--- src/rtl/arashi_arb_pkg.sv ---
// rtl/arashi_arb_pkg.sv - shared types and helpers for the round-robin thread arbiter
//
// Purpose: arbiter FSM state type, statistics counter width and small
// sizing helpers used by the arbiter, its interface and the pick logic.
// Ports: none (package).

package arashi_arb_pkg;

  typedef enum logic {
    ARB_IDLE,
    ARB_GRANT
  } arb_state_t;

  // Width of each per-thread accepted-grant counter.
  localparam int STAT_W = 16;

  // Number of threads for a given index width.
  function automatic int rr_thread_num(input int width);
    return 1 << width;
  endfunction

  // Index width needed to name one of n threads.
  function automatic int rr_pick_width(input int n);
    return (n <= 1) ? 1 : $clog2(n);
  endfunction

endpackage

--- src/rtl/arashi_rr_arbiter_if.sv ---
// rtl/arashi_rr_arbiter_if.sv - request/grant bundle between thread logic, arbiter and cache
//
// Purpose: groups the per-thread request vectors and the grant handshake.
// Signals:
//   avail  [THREAD_NUM]        per-thread request pending
//   mask   [THREAD_NUM]        per-thread enable
//   toread [THREAD_NUM_WIDTH]  granted thread index
//   rcache                     grant valid to cache
//   rready                     cache accepts grant
// Modports:
//   master - arbiter side (drives toread/rcache)
//   slave  - requester/cache side (drives avail/mask/rready)

interface arashi_rr_arbiter_if
  import arashi_arb_pkg::*;
#(
  parameter int THREAD_NUM_WIDTH = 2
);

  localparam int THREAD_NUM = rr_thread_num(THREAD_NUM_WIDTH);

  logic [THREAD_NUM-1:0]       avail;
  logic [THREAD_NUM-1:0]       mask;
  logic [THREAD_NUM_WIDTH-1:0] toread;
  logic                        rcache;
  logic                        rready;

  modport master (
    input  avail,
    input  mask,
    input  rready,
    output toread,
    output rcache
  );

  modport slave (
    output avail,
    output mask,
    output rready,
    input  toread,
    input  rcache
  );

endinterface

--- src/rtl/arashi_rr_pick.sv ---
// rtl/arashi_rr_pick.sv - combinational rotate-and-priority-encode thread picker
//
// Purpose: chooses the first eligible thread at or after i_ptr, wrapping.
// Ports:
//   i_eligible   [THREAD_NUM]        eligible threads (avail & mask)
//   i_ptr        [THREAD_NUM_WIDTH]  highest-priority thread index
//   o_pick       [THREAD_NUM_WIDTH]  chosen thread index
//   o_pick_valid                     at least one thread is eligible

module arashi_rr_pick
  import arashi_arb_pkg::*;
#(
  parameter int THREAD_NUM_WIDTH = 2
) (
  input  logic [rr_thread_num(THREAD_NUM_WIDTH)-1:0] i_eligible,
  input  logic [THREAD_NUM_WIDTH-1:0]                i_ptr,
  output logic [THREAD_NUM_WIDTH-1:0]                o_pick,
  output logic                                       o_pick_valid
);

  localparam int THREAD_NUM = rr_thread_num(THREAD_NUM_WIDTH);
  localparam int IDX_W      = rr_pick_width(THREAD_NUM);

  logic [THREAD_NUM-1:0] w_rot;
  logic [IDX_W-1:0]      w_idx;

  always_comb begin
    // Rotate right by i_ptr: thread ptr lands in bit 0. The index sum is
    // IDX_W wide, so it wraps modulo THREAD_NUM for free.
    w_rot = '0;
    for (int i = 0; i < THREAD_NUM; i++) begin
      w_rot[i] = i_eligible[IDX_W'(i) + i_ptr];
    end

    // Lowest set bit wins: scan downward so the last hit is the lowest.
    w_idx = '0;
    for (int i = THREAD_NUM - 1; i >= 0; i--) begin
      if (w_rot[i]) begin
        w_idx = IDX_W'(i);
      end
    end

    o_pick       = w_idx + i_ptr;
    o_pick_valid = |i_eligible;
  end

endmodule

--- src/rtl/arashi_rr_arbiter.sv ---
// rtl/arashi_rr_arbiter.sv - round-robin thread arbiter for the shared cache read port
//
// Purpose: grants one eligible thread at a time to the cache with a
// valid/ready handshake, allowing up to BURST_MAX consecutive accepted
// grants to one thread before priority rotates past it.
// Ports:
//   clk          clock
//   rst          synchronous reset, active-high
//   bus          arashi_rr_arbiter_if.master (avail, mask, rready in;
//                toread, rcache out, both registered)
//   stat_clr     clear grant counters        (ARASHI_ARB_STATS_EN only)
//   stat_grants  16-bit counter per thread,  (ARASHI_ARB_STATS_EN only)
//                thread i at [16i+15:16i]
// Build option: define ARASHI_ARB_STATS_EN to add the per-thread counters.

module arashi_rr_arbiter
  import arashi_arb_pkg::*;
#(
  parameter int THREAD_NUM_WIDTH = 2,
  parameter int BURST_MAX        = 1,
  parameter int BURST_WIDTH      = 4
) (
  input  logic clk,
  input  logic rst,
  arashi_rr_arbiter_if.master bus
`ifdef ARASHI_ARB_STATS_EN
  ,
  input  logic                                              stat_clr,
  output logic [rr_thread_num(THREAD_NUM_WIDTH)*STAT_W-1:0] stat_grants
`endif
);

  localparam int THREAD_NUM = rr_thread_num(THREAD_NUM_WIDTH);

  arb_state_t                  r_state;
  logic                        r_rcache;
  logic [THREAD_NUM_WIDTH-1:0] r_toread;
  logic [THREAD_NUM_WIDTH-1:0] r_ptr;
  logic [BURST_WIDTH-1:0]      r_burst;

  logic [THREAD_NUM-1:0]       w_elig;
  logic                        w_accept;
  logic                        w_rotate;
  logic [THREAD_NUM_WIDTH-1:0] w_ptr_upd;
  logic [BURST_WIDTH-1:0]      w_burst_upd;
  logic [THREAD_NUM_WIDTH-1:0] w_pick_ptr;
  logic [THREAD_NUM_WIDTH-1:0] w_pick;
  logic                        w_pick_valid;

  assign w_elig   = bus.avail & bus.mask;
  assign w_accept = (r_state == ARB_GRANT) && bus.rready;

  // Leave the current thread when its burst is used up or it has dropped
  // out of eligibility; otherwise keep it at top priority.
  assign w_rotate    = (r_burst == BURST_WIDTH'(BURST_MAX - 1)) || !w_elig[r_toread];
  assign w_ptr_upd   = w_rotate ? (r_toread + THREAD_NUM_WIDTH'(1)) : r_toread;
  assign w_burst_upd = w_rotate ? '0 : (r_burst + BURST_WIDTH'(1));

  // On accept the follow-on grant is picked against the pointer being
  // written this edge, which is what makes back-to-back grants bubble-free.
  assign w_pick_ptr = (r_state == ARB_GRANT) ? w_ptr_upd : r_ptr;

  arashi_rr_pick #(
    .THREAD_NUM_WIDTH(THREAD_NUM_WIDTH)
  ) u_pick (
    .i_eligible  (w_elig),
    .i_ptr       (w_pick_ptr),
    .o_pick      (w_pick),
    .o_pick_valid(w_pick_valid)
  );

  always_ff @(posedge clk) begin
    if (rst) begin
      r_state  <= ARB_IDLE;
      r_rcache <= 1'b0;
      r_toread <= '0;
      r_ptr    <= '0;
      r_burst  <= '0;
    end else begin
      case (r_state)
        ARB_IDLE: begin
          if (w_pick_valid) begin
            r_state  <= ARB_GRANT;
            r_rcache <= 1'b1;
            r_toread <= w_pick;
          end
        end
        ARB_GRANT: begin
          // Without rready the grant is frozen regardless of avail/mask.
          if (bus.rready) begin
            r_ptr   <= w_ptr_upd;
            r_burst <= w_burst_upd;
            if (w_pick_valid) begin
              r_toread <= w_pick;
            end else begin
              r_state  <= ARB_IDLE;
              r_rcache <= 1'b0;
            end
          end
        end
        default: begin
          r_state  <= ARB_IDLE;
          r_rcache <= 1'b0;
        end
      endcase
    end
  end

  assign bus.toread = r_toread;
  assign bus.rcache = r_rcache;

`ifdef ARASHI_ARB_STATS_EN
  logic [STAT_W-1:0] r_stat [THREAD_NUM];

  // Clear has priority over a same-cycle accept.
  always_ff @(posedge clk) begin
    if (rst || stat_clr) begin
      for (int i = 0; i < THREAD_NUM; i++) begin
        r_stat[i] <= '0;
      end
    end else if (w_accept && (r_stat[r_toread] != {STAT_W{1'b1}})) begin
      r_stat[r_toread] <= r_stat[r_toread] + STAT_W'(1);
    end
  end

  for (genvar g = 0; g < THREAD_NUM; g++) begin : g_stat
    assign stat_grants[g*STAT_W +: STAT_W] = r_stat[g];
  end
`endif

endmodule

--- src/flat_wrapper.sv ---
// flat-port wrapper written by rule: the top's interface ports become plain ports
module arashi_rr_arbiter_flat import arashi_arb_pkg::*;
#(
  parameter int THREAD_NUM_WIDTH = 2,
  parameter int BURST_MAX        = 1,
  parameter int BURST_WIDTH      = 4
)
  (clk, rst, bus_avail, bus_mask, bus_rready, bus_toread, bus_rcache);
  arashi_rr_arbiter_if #(.THREAD_NUM_WIDTH(THREAD_NUM_WIDTH)) bus_i ();
  input  logic clk;
  input  logic rst;
  input wire logic [$bits(bus_i.avail)-1:0] bus_avail;
  input wire logic [$bits(bus_i.mask)-1:0] bus_mask;
  input wire logic [$bits(bus_i.rready)-1:0] bus_rready;
  output wire logic [$bits(bus_i.toread)-1:0] bus_toread;
  output wire logic [$bits(bus_i.rcache)-1:0] bus_rcache;
  assign bus_i.avail = bus_avail;
  assign bus_i.mask = bus_mask;
  assign bus_i.rready = bus_rready;
  assign bus_toread = bus_i.toread;
  assign bus_rcache = bus_i.rcache;
  arashi_rr_arbiter #(.THREAD_NUM_WIDTH(THREAD_NUM_WIDTH), .BURST_MAX(BURST_MAX), .BURST_WIDTH(BURST_WIDTH)) u_core (.clk(clk), .rst(rst), .bus(bus_i));
endmodule
--- config.mk ---
export PLATFORM = sky130hd
export DESIGN_NAME = arashi_rr_arbiter_flat
export DESIGN_NICKNAME = d
export VERILOG_FILES = /design/src/rtl/arashi_arb_pkg.sv /design/src/rtl/arashi_rr_arbiter_if.sv /design/src/rtl/arashi_rr_pick.sv /design/src/rtl/arashi_rr_arbiter.sv /design/src/flat_wrapper.sv
export SDC_FILE = /design/constraint.sdc
export NUM_CORES = 1
export LEC_CHECK = 0
export CAP_MARGIN = 20
export CORE_UTILIZATION = 54
export CTS_CLUSTER_SIZE = 10
export DETAILED_ROUTE_END_ITERATION = 16
export PLACE_DENSITY = 0.93
export SYNTH_ARGS = -nofsm -noshare
export SYNTH_HDL_FRONTEND = slang
export SYNTH_SLANG_ARGS = --single-unit
export TNS_END_PERCENT = 5
--- constraint.sdc ---
create_clock -name clk -period 4.1 [get_ports clk]
set_clock_uncertainty 0.2 [all_clocks]
set_input_delay 0.82 -clock clk [delete_from_list [all_inputs] [get_ports clk]]
set_output_delay 0.82 -clock clk [all_outputs]
set_load 0.05 [all_outputs]
## After elaboration in Yosys (flattened, before gate mapping)

Index checks and enable logic that the tools add are counted.

- Register bits: 10
- Output and inout port bits: 3
- Input port bits: 11
- Word-level logic and storage cells: 54

- Equality and inequality tests: 3
- Bitwise gates (word level): 2
- Magnitude comparators: 5
- Reduce and logical (&&, ||, !) cells: 6
- Add/sub/neg operators: 6
- Muxes and demuxes: 27

Operators with widths:

| operator | number |
|---|---|
| 2-bit two-way mux | 8 |
| 2-bit by 3-bit less-than comparator with 1-bit output (second input constant) | 5 |
| 1-bit binary-select mux with 2-bit select | 5 |
| 1-bit two-way mux | 10 |
| 2-bit != test (second input constant) | 3 |
| 2-bit adder (first input constant) | 2 |
| 4-bit by 1-bit adder with 4-bit output (second input constant) | 1 |
| 4-bit AND | 1 |
| 4-bit logical NOT | 1 |
| 4-bit two-way mux | 1 |
| 1-bit case mux with 2 select lines | 2 |
| 2-bit case mux with 2 select lines | 1 |
| 4-bit OR reduction | 1 |
| 3-bit AND reduction | 1 |
| 1-bit by 2-bit adder with 2-bit output (first input constant) | 1 |
| 2-bit by 1-bit adder with 2-bit output (second input constant) | 1 |
| 2-bit adder | 1 |
| 2-bit AND reduction | 1 |
| 1-bit logical NOT | 1 |
| 1-bit logical OR | 1 |
| 1-bit NOT | 1 |

## Depth between registers and ports, before layout

- Depth in word-level cells: 18
- Gate-level depth with buffers: 9
- Mapped depth without buffers: 9

## Hierarchy

Synthesis repeated with hierarchy kept, for this count alone.

- Cells, all modules: 98
- Area, all modules: 779.5 um2

Modules (own cells, without submodules):

| module | area each (um2) | instances | sequential area each (um2) | cells an instance |
|---|---|---|---|---|
| arashi_rr_arbiter | 613.1 | 1 | 200.2 | 73 |
| arashi_rr_pick | 166.4 | 1 | 0.0 | 25 |

## Least setup slack after synthesis

No wires, ideal clock.

- Path type: input to register
- From: input bus_avail[1]
- To: register u_core.r_toread[1], in the netlist u_core.bus.toread[1]
- Cell stages on the path: 7
- Arrival: 2.060 ns
- Buffers on the path: 0
- Path slack: 1.745 ns
- Required time: 3.804 ns
- Setup time: 0.096 ns
- Path through: and2_0 o211ai_1 o221ai_1 o2111a_1 nand4b_1 xor2_1 o41ai_2

- Word-level cells in the longest chain between the ends: 18
- Elaborated cells between the ends (all ways): 27

RTL lines:

| element | line | source |
|---|---|---|
| start: declaration | flat_wrapper.sv:12 | `input wire logic [$bits(bus_i.avail)-1:0] bus_avail;` |
| 4-bit AND * | arashi_rr_arbiter.sv:50 | `assign w_elig = bus.avail & bus.mask;` |
| 1-bit binary-select mux with 2-bit select | arashi_rr_arbiter.sv:55 | `assign w_rotate = (r_burst == BURST_WIDTH'(BURST_MAX - 1)) \|\| !w_elig[r_toread];` |
| 1-bit two-way mux (implied by the code) | arashi_rr_arbiter.sv:55 |  |
| 1-bit logical NOT | arashi_rr_arbiter.sv:55 |  |
| 1-bit logical OR | arashi_rr_arbiter.sv:55 |  |
| 2-bit two-way mux | arashi_rr_arbiter.sv:56 | `assign w_ptr_upd = w_rotate ? (r_toread + THREAD_NUM_WIDTH'(1)) : r_toread;` |
| 2-bit two-way mux | arashi_rr_arbiter.sv:61 | `assign w_pick_ptr = (r_state == ARB_GRANT) ? w_ptr_upd : r_ptr;` |
| 2-bit adder | arashi_rr_pick.sv:32 | `w_rot[i] = i_eligible[IDX_W'(i) + i_ptr];` |
| 1-bit binary-select mux with 2-bit select | arashi_rr_pick.sv:32 |  |
| 1-bit two-way mux (implied by the code) | arashi_rr_pick.sv:32 |  |
| 2-bit two-way mux (4 in series) | arashi_rr_pick.sv:38 | `if (w_rot[i]) begin` |
| 2-bit adder | arashi_rr_pick.sv:43 | `o_pick = w_idx + i_ptr;` |
| 2-bit two-way mux * | arashi_rr_arbiter.sv:82, arashi_rr_arbiter.sv:93 |  |
| 2-bit two-way mux | arashi_rr_arbiter.sv:90 | `if (bus.rready) begin` |
| 2-bit case mux with 2 select lines * | arashi_rr_arbiter.sv:80 | `case (r_state)` |
| end signal: assignment | arashi_rr_arbiter.sv:85 | `r_toread <= w_pick;` |
| end signal: assignment | arashi_rr_arbiter.sv:94 | `r_toread <= w_pick;` |
| end: declaration | arashi_rr_arbiter.sv:37 | `logic [THREAD_NUM_WIDTH-1:0] r_toread;` |

Mark *: on every way between the ends. The rest lies on a longest branch, timed or not. The select of a mux whose other input is x is not followed.
A chain may end at the register's enable or synchronous reset.

## Final worst setup path

Same ends and word-level chain as after synthesis.

==> flow_metrics.py <==
metrics = {
    "status": {
        "outcome": "completed",
    },
    "routing": {
        "first_iter_violations": 24,
        "drt_pass1_iterations": 5,
        "totalWireLength_mm": 1.83,
        "drc": 0,
        "final_antenna_net_count": 0,
        "num_vias": 825,
        "routedWlPerCell_um": 13.8,
        "vias_per_cell": 6.25,
    },
    "critical_path": {
        "path_class": "in -> reg",
        "rrSetupSlack_ps": 1620,
        "critPathRequiredTime_ps": 4080,
        "reg2reg_depth": 9,
        "r2r_start": "u_core.r_burst[0]$_SDFFE_PP0P_",
        "timing.rr.end": "u_core.bus.toread[1]$_SDFFE_PP0P_",
        "critPathCaptureType": "register",
        "crit_path_start_kind": "input pin",
        "cp_max_fo": 6,
        "crit_path_end": "u_core.bus.toread[1]$_SDFFE_PP0P_",
        "startpoint": "bus_avail[1]",
        "arrival_ps": 2830,
    },
    "placed_design": {
        "placed_area_um2": 917,
        "port_buffers": 13,
        "gp_congestion": 0.889,
        "hpwl_mm": 1.38,
        "place_inst": 128,
        "pre_cts_ws_ps": 1030,
    },
    "finish": {
        "drive_above_1_share_pct": 6.84,
        "multi_input_area_um2": 553,
        "n_antenna_cell": 0,
        "instances_no_fill": 132,
        "nets": 131,
        "fillCellCount": 104,
        "final_cell_mix": "14 x nand2_1, 13 x clkdlybuf4s50_1, 12 x nor2_1",
        "design_area_um2": 953,
        "area_growth_pct": 21.3,
        "seq_area_um2": 200,
        "layout_commonest_cell": "nand2_1",
        "fin_util_pct": 71.5,
    },
    "floorplanning": {
        "fp.dieArea_um2": 1610,
        "pin_count": 14,
        "core_area_um2": 1330,
        "die_height_um": 40.1,
        "start_util_pct": 58.9,
        "rows": 13,
        "die_w_um": 40.1,
    },
    "synth": {
        "ys_seq_area_share_pct": 25.5,
        "yosys_warnings": 0,
        "synth-seq-cells": 10,
        "netlist_area_um2": 786,
        "syn_area_per_cell_um2": 7.56,
        "yosysUniqueCellTypes": 38,
        "syn-instance-count": 104,
        "syn-num-nets": 117,
    },
    "global_routing": {
        "grt_pass1_vias": 706,
        "grt_max_degree": 13,
        "grt_overflow": 0,
        "antenna_found_initial": 0,
        "grtUsageTotal_pct": 27.9,
        "grt_pass1_wl_mm": 2.99,
    },
    "clock_tree": {
        "hold_buffers": 0,
        "clk_pin_slew_ps": 70,
        "cts_max_level": 1,
        "clk_latency_ps": 270,
        "cts_inserted_buffers": 3,
        "cts_tree": "built",
        "clock-sinks": 10,
        "cts-resized-gates": 0,
        "clk_root_buffer_cell": "clkbuf_4",
        "postCtsSetupRepairBufs": 0,
        "clk_path_buf_depth": 2,
    },
    "timing": {
        "relSlewSlack_pct": 34.0,
        "setup_tns_ps": 0,
        "holdWs_ps": 271,
        "period_share_pct": 69.4,
        "setup_viol": 0,
        "rsz0062_at_grt": "false",
        "finalHoldViolCount": 0,
        "worstMarginPinSlew_ps": 980,
        "fin_ws_ps": 1250,
        "fmax_mhz": 351,
        "maxSlewViolCount": 0,
        "period_needed_ps": 2850,
    },
    "power": {
        "p_leak_nw": 0.340,
        "power.total_mw": 0.312,
        "vdd_drop_max_v": 0.000234,
        "p_per_area_nw_per_um2": 328,
    },
    "worst_hold_path": {
        "min_path_type": "reg -> reg",
    },
    "flow_run": {
        "cap_viol_max_count": 0,
    },
}
-- how the worst min path moves through the flow --
stage                                  from                      endpoint  slack [ps]  depth (start not counted)
2_1_floorplan  u_core.r_ptr[0]$_SDFFE_PP0P_  u_core.r_ptr[0]$_SDFFE_PP0P_         250                          2
3_3_place_gp   u_core.r_ptr[0]$_SDFFE_PP0P_  u_core.r_ptr[0]$_SDFFE_PP0P_         260                          2
3_5_place_dp   u_core.r_ptr[0]$_SDFFE_PP0P_  u_core.r_ptr[0]$_SDFFE_PP0P_         260                          2
4_1_cts        u_core.r_ptr[0]$_SDFFE_PP0P_  u_core.r_ptr[0]$_SDFFE_PP0P_         270                          2
5_1_grt        u_core.r_ptr[0]$_SDFFE_PP0P_  u_core.r_ptr[0]$_SDFFE_PP0P_         290                          2
6_report       u_core.r_ptr[0]$_SDFFE_PP0P_  u_core.r_ptr[0]$_SDFFE_PP0P_         270                          2
-- per-layer routing --
layer	wire [um]	vias up	share of wire (%)	track usage, %
met1	819	379	45	33.4
met5	0	-	0	0
met3	84	5	4.6	8.33
met4	22	0	1.2	11.2
li1	-	406	-	-
met2	900	35	49	46.0
-- layout make-up --
| cell class | count | area share, % |
|---|---|---|
| clock buffer | 4 | 3.81 |
| inverter | 4 | 1.57 |
| multi-input combinational | 86 | 58.0 |
| sequential | 10 | 21.0 |
| tap | 15 | 1.97 |
| timing repair buffer | 13 | 13.6 |
-- critical path: stages --
cell             delay [ps]
clkdlybuf4s50_1         430
and2_0                  270
nor4_1                  880
nor2_1                  130
nor2_1                  160
nand2_1                  80
o41ai_2                  60
-- sequential cells by signal, summed over array words and instances, names as in the netlist --
| name | cells |
|---|---|
| u_core.bus.rcache | 1 |
| u_core.bus.toread | 2 |
| u_core.r_burst | 4 |
| u_core.r_ptr | 2 |
| u_core.r_state | 1 |
-- report_power, final --
| part | switching, mW | internal [mW] | total (mW) | leakage (nW) |
|---|---|---|---|---|
| combinational | 0.0592 | 0.0457 | 0.105 | 0.237 |
| sequential | 0.0121 | 0.104 | 0.116 | 0.0820 |
| clock | 0.0371 | 0.0540 | 0.0911 | 0.0210 |
-- cells in the mapped netlist --
cell type	count	share of area, %
a2111o_1	1	1.4
a211oi_1	3	2.9
a211oi_2	1	1.6
a21oi_1	7	4.5
and2_0	1	0.80
and2_1	6	4.8
buf_2	2	1.3
clkbuf_1	2	0.96
dfxtp_1	10	25
ha_1	2	3.2
inv_1	4	1.9
mux2i_1	2	2.5
nand2_1	14	6.7
nand2b_1	1	0.80
nand3_1	3	1.9
nand3b_1	3	2.9
nand4_1	1	0.80
nand4b_1	1	1.1
nor2_1	12	5.7
nor2b_1	1	0.80
nor3_1	1	0.64
nor3b_1	1	0.96
nor3b_4	1	2.4
nor4_1	2	1.6
o2111a_1	1	1.4
o211ai_1	1	0.96
o21ai_0	4	2.5
o21ai_1	2	1.3
o21bai_1	1	0.96
o221ai_1	2	2.2
o221ai_2	1	1.9
o22ai_1	2	1.6
o311ai_0	1	1.1
o31ai_1	1	0.96
o41ai_2	1	2.1
or2b_1	1	0.96
xnor2_1	1	1.1
xor2_1	3	3.3
-- cell families (layout without fill, tap and decap cells) --
group	after synthesis	count (layout)	synth area share, %
and+or+nand+nor	49	49	32.8
DFF	10	10	25.5
adders and majority gates	2	2	3.18
xor gates and xnor gates	4	4	4.46
muxes	2	2	2.55
buffers and inverters	8	21	4.14
AOI/OAI and AO/OA	29	29	27.4
Power figures use the tool's default switching activity.
